File: src/rtl/avg_change_detector.sv
// avg_change_detector: tracks a brightness baseline from the frame-averaging
// stage and raises a valid/ready event once the average has moved at least
// THRESH away from the baseline, in one direction, for CONFIRM consecutive
// updates. Events that arrive while the output slot is still occupied are
// dropped and recorded in a sticky overflow flag.
module avg_change_detector #(
   parameter int THRESH  = 16,   // 1..255
   parameter int CONFIRM = 3     // 1..15
) (
   input  logic       VGA_CLK,
   input  logic       RST_N,
   input  logic [7:0] color,
   input  logic       upd,
   input  logic       evt_ready,
   input  logic       clr_ovf,
   output logic       evt_valid,
   output logic [7:0] evt_color,
   output logic       evt_dir,
   output logic [7:0] baseline,
   output logic       baseline_valid,
   output logic       overflow
);

   typedef enum logic [1:0] {
      S_INIT    = 2'd0,
      S_STABLE  = 2'd1,
      S_PENDING = 2'd2
   } state_t;

   state_t     r_state;
   logic       r_upd_q;
   logic [3:0] r_cnt;
   logic       r_cand_dir;

   logic       w_stb;
   logic [8:0] w_delta;
   logic       w_qualify;
   logic       w_dir;
   logic [3:0] w_cnt_nx;
   logic       w_fire;
   logic       w_slot_free;

   // Any edge of the toggle flag is one new sample.
   assign w_stb = upd ^ r_upd_q;

   // Distance is taken at 9 bits on the larger-minus-smaller side, so it
   // never wraps.
   assign w_delta   = (color >= baseline) ? ({1'b0, color} - {1'b0, baseline})
                                          : ({1'b0, baseline} - {1'b0, color});
   assign w_qualify = (w_delta >= 9'(THRESH));
   assign w_dir     = (color > baseline);
   assign w_cnt_nx  = r_cnt + 4'd1;

   // The confirming sample: either the first qualifier when one suffices,
   // or the one that completes a same-direction run of CONFIRM.
   assign w_fire = w_stb && w_qualify &&
                   (((r_state == S_STABLE) && (CONFIRM == 1)) ||
                    ((r_state == S_PENDING) && (w_dir == r_cand_dir) &&
                     (w_cnt_nx == 4'(CONFIRM))));

   // Slot can take a new event if empty or being drained this very cycle.
   assign w_slot_free = !evt_valid || evt_ready;

   // Sample tracking, baseline/confirm FSM, event slot and overflow flag.
   always_ff @(posedge VGA_CLK) begin
      if (!RST_N) begin
         r_state        <= S_INIT;
         r_upd_q        <= upd;
         r_cnt          <= 4'd0;
         r_cand_dir     <= 1'b0;
         baseline       <= 8'd0;
         baseline_valid <= 1'b0;
         evt_valid      <= 1'b0;
         evt_color      <= 8'd0;
         evt_dir        <= 1'b0;
         overflow       <= 1'b0;
      end else begin
         r_upd_q <= upd;

         if (evt_valid && evt_ready)
            evt_valid <= 1'b0;

         // A drop later in this block overrides the clear.
         if (clr_ovf)
            overflow <= 1'b0;

         if (w_stb) begin
            case (r_state)
               S_INIT: begin
                  baseline       <= color;
                  baseline_valid <= 1'b1;
                  r_state        <= S_STABLE;
               end
               S_STABLE: begin
                  if (w_qualify) begin
                     r_cand_dir <= w_dir;
                     r_cnt      <= 4'd1;
                     if (CONFIRM != 1)
                        r_state <= S_PENDING;
                  end
               end
               S_PENDING: begin
                  if (!w_qualify) begin
                     r_state <= S_STABLE;
                     r_cnt   <= 4'd0;
                  end else if (w_dir != r_cand_dir) begin
                     r_cand_dir <= w_dir;
                     r_cnt      <= 4'd1;
                  end else begin
                     r_cnt <= w_cnt_nx;
                  end
               end
               default: r_state <= S_INIT;
            endcase

            // Confirmed change: rebase on the confirming sample regardless of
            // whether the event itself fits in the slot.
            if (w_fire) begin
               baseline <= color;
               r_cnt    <= 4'd0;
               r_state  <= S_STABLE;
               if (w_slot_free) begin
                  evt_color <= color;
                  evt_dir   <= w_dir;
                  evt_valid <= 1'b1;
               end else begin
                  overflow <= 1'b1;
               end
            end
         end
      end
   end

endmodule
File: config.mk
export PLATFORM = sky130hd
export DESIGN_NAME = avg_change_detector
export DESIGN_NICKNAME = d
export VERILOG_FILES = /design/src/rtl/avg_change_detector.sv
export SDC_FILE = /design/constraint.sdc
export NUM_CORES = 1
export LEC_CHECK = 0
export ABC_AREA = 1
export ABC_CLOCK_PERIOD_IN_PS = 2500
export BUFFER_PORTS_ARGS = -buffer_cell sky130_fd_sc_hd__buf_2
export CORE_ASPECT_RATIO = 1.25
export CORE_MARGIN = 2
export CORE_UTILIZATION = 43
export DETAILED_ROUTE_END_ITERATION = 6
export GPL_ROUTABILITY_DRIVEN = 0
export GPL_TIMING_DRIVEN = 1
export SKIP_CTS_REPAIR_TIMING = 1
export SLEW_MARGIN = 15
export SYNTH_ARGS = -nofsm -noshare
export SYNTH_HDL_FRONTEND = slang
export SYNTH_SLANG_ARGS = --single-unit
File: constraint.sdc
create_clock -name VGA_CLK -period 2.5 [get_ports VGA_CLK]
set_input_delay 0.25 -clock VGA_CLK [delete_from_list [all_inputs] [get_ports VGA_CLK]]
set_output_delay 0.25 -clock VGA_CLK [all_outputs]
set_load 0.03 [all_outputs]
==> metrics.txt <==
Non-Filler Instances approximately 440; CTS tree done; chip width around 67 µm; fin crit period 2.405 ns; ant diodes 0; hold depth 1; startpoint types flop; leakage around 1.5 nW; Yosys reg bits 28; via density per instance between 4 and 5; # H-tree levels 1; Max Cap Violations 0; crit share post-route 0.9621; Site Rows 28; io pins 33; pin count of the biggest net entering global routing 21; Reg2Reg Setup Slack roughly 0.095 ns; routed wire length between 5000 and 6000 µm; WHS Endpoint r_upd_q; cells after synthesis 318; Die Area approximately 5600 µm²; CP max FO 8; antenna violations before repair 0; cell area power density 709.7 nW/µm²; Slowest cell on crit path ha_2; Crit Path Class reg -> reg; root buffer cell clkbuf_8; Yosys cell types 32; clock buffer count from CTS 3; Avg WL per Cell between 10 and 15 µm; area grow syn2layout 31.00%; Mapped Nets between 300 and 400; Top Family by Delay on Critical Path simple AND/OR/NAND/NOR gates; layout cell share with drive strength beyond 1 0.3156; port bufs 32; Initial Utilization 0.4499; Initial DRT Pass Iterations 4; Vias roughly 2100; Syn Std Cell Area between 2000 and 2500 µm²; Min-Delay Path Class in -> reg; HP Start upd; Iteration-0 DRC Markers around 100; Nets just over 400; first-pass GRT wire length 8583 µm; worst path bufs/invs 2; gr usage total 0.1921; final hold violations 0; Detail Route Antenna Nets 0; Worst Reg2Reg Path Length in Cells 11; vias in the first global route 1932; syn avg cell area 6.791 µm²; worst slew pin tran roughly 0.58 ns; FF-to-FF Start baseline[5]; area of placed instances 2536 µm²; clk_lat worst skew between 0.2 and 0.3 ns; Final HPWL DP between 4000 and 5000 µm; CP Cell Sequence ha_2 -> nand2_1 -> nor2_4 -> nand4_2 -> buf_4 -> nand3_1 -> nand4_2 -> nand3b_4 -> clkbuf_16 -> a21oi_2 -> nor2_1; fmax just over 0.4 GHz; Core Area between 4000 and 5000 µm²; Seq/Total Area, Yosys 0.2596; fillcell total between 400 and 500; CP dominant cell by count nand4_2; Slew Limit Fails 0; dominant cells by area after synthesis dfxtp_1 26%, nand2_1 12%, ha_1 12%; clock skew 0.002763 ns; WP data arrival around 2.6 ns; Slew HR 0.6111; largest area contributor in the netlist dfxtp_1; Reg clk slew, reported paths about 0.1 ns; peak supply drop 483.9 µV; DRC viols 0; worst stage delay on the critical path around 0.40 ns; status finished clean; Worst EP required around 2.7 ns; Die Span Y 83.24 µm; # setup viols final 0; fin area 2829 µm²; Reg2Reg Capture Point baseline[5]; CP Capture Type flop; TritonCTS Sinks 28; top cell type's share of synthesized area 0.2596; yosys synthesis warning count 0; placed instance count around 430; total grt overflow 0; Clock Path Buffers 2
sequential cells by signal (all words and copies together) (netlist names):
signal	flops
baseline	8
r_upd_q	1
r_cnt	4
evt_dir	1
overflow	1
evt_valid	1
baseline_valid	1
r_cand_dir	1
r_state	2
evt_color	8
power breakdown:
| part | internal (mW) | switching [mW] |
|---|---|---|
| Clock | 0.214 | 0.142 |
| Sequential | 0.506 | 0.0515 |
| Combinational | 0.430 | 0.663 |
cell families after synthesis:
group                    share of synthesized area
flip-flops                                  0.2596
XOR/XNOR                                   0.02433
AND/OR/NAND/NOR                             0.3505
adder cells (fa/ha/maj)                     0.1402
buffers and inverters                       0.1054
AO/OA/AOI/OAI                               0.1199
cell type report:
class	count	area, µm²	area share
clock buffer	3	41.29	0.01460
clock inverter	1	30.03	0.01061
timing repair buffer	59	396.6	0.1402
multi-input combinational	235	1521	0.5378
tap	60	75.07	0.02654
inverter	51	191.4	0.06767
sequential	28	573.1	0.2026
cell usage after synthesis:
| library cell | n |
|---|---|
| clkbuf_1 | 1 |
| a21oi_1 | 15 |
| o21bai_1 | 2 |
| nand2_4 | 1 |
| dfxtp_1 | 28 |
| o21ai_1 | 6 |
| fa_1 | 2 |
| nor2_4 | 2 |
| nand3_2 | 2 |
| nand2_1 | 71 |
| buf_4 | 1 |
| clkbuf_2 | 1 |
| o211ai_1 | 1 |
| nor3b_1 | 1 |
| nand4_2 | 2 |
| o21ai_2 | 2 |
| clkinv_1 | 1 |
| nand4_1 | 4 |
| o21ai_0 | 7 |
| xnor2_1 | 1 |
| buf_2 | 1 |
| nor2_1 | 41 |
| nand2_2 | 6 |
| or2_2 | 1 |
| xor2_1 | 5 |
| nand3b_4 | 1 |
| buf_8 | 1 |
| ha_1 | 21 |
| inv_1 | 50 |
| nor2_2 | 5 |
| a21oi_2 | 9 |
| nand3_1 | 26 |
per-layer routing:
layer,share of wire,GRT usage
met1,0.46,0.2581
met2,0.50,0.3240
met3,0.025,0.01491
met4,0.014,0.05009
met5,0,0
worst max-delay path by stage:
stage	from	to	slack [ns]	cells after the start
after floorplan	baseline[0]	r_cnt[0]	0.05	14
after global placement	color[0]	baseline[1]	0.03	17
after detailed placement	color[0]	evt_color[5]	-0.06	16
after CTS	baseline[0]	evt_color[5]	-0.05	15
after global routing	baseline[5]	baseline[1]	-0.008	12
final	baseline[5]	baseline[5]	0.09	11
cell usage in the layout, fill, tap and decap left out, types with 8 or more instances in the layout:
cell type / synthesis / layout
a21oi_1: 15 / 14
nand2_2: 6 / 10
dfxtp_1: 28 / 22
nand2_1: 71 / 66
ha_1: 21 / 13
buf_2: 1 / 32
buf_4: 1 / 24
a21oi_2: 9 / 10
inv_1: 50 / 48
nor2_4: 2 / 8
nor2_1: 41 / 40
nand3_1: 26 / 26
worst register-to-register path: cells and delay by family (launching register included):
kind | cells | cell delay [ns]
AOI/OAI and AO/OA | 1 | 0.12
adders and majority gates | 1 | 0.40
buffers and inverters | 2 | 0.42
DFF | 1 | 0.36
and+or+nand+nor | 7 | 1.02
stage by stage:
| stage | worst slack [ns] | total power, mW | setup TNS, ns | utilization | hold slack (ns) |
|---|---|---|---|---|---|
| after floorplan | 0.05393 | 1.256 | 0 | - | 0.2777 |
| after global placement | 0.03352 | 1.514 | 0 | 0.5284 | 0.3763 |
| after detailed placement | -0.06130 | 1.522 | -0.1002 | 0.5284 | 0.3786 |
| after CTS | -0.04757 | 1.888 | -0.05462 | 0.5433 | 0.08620 |
| after global routing | -0.007919 | 2.159 | -0.008554 | 0.5894 | 0.08790 |
| final | 0.09479 | 2.008 | 0 | 0.5894 | 0.09613 |
(Power assumes the default switching activity.)
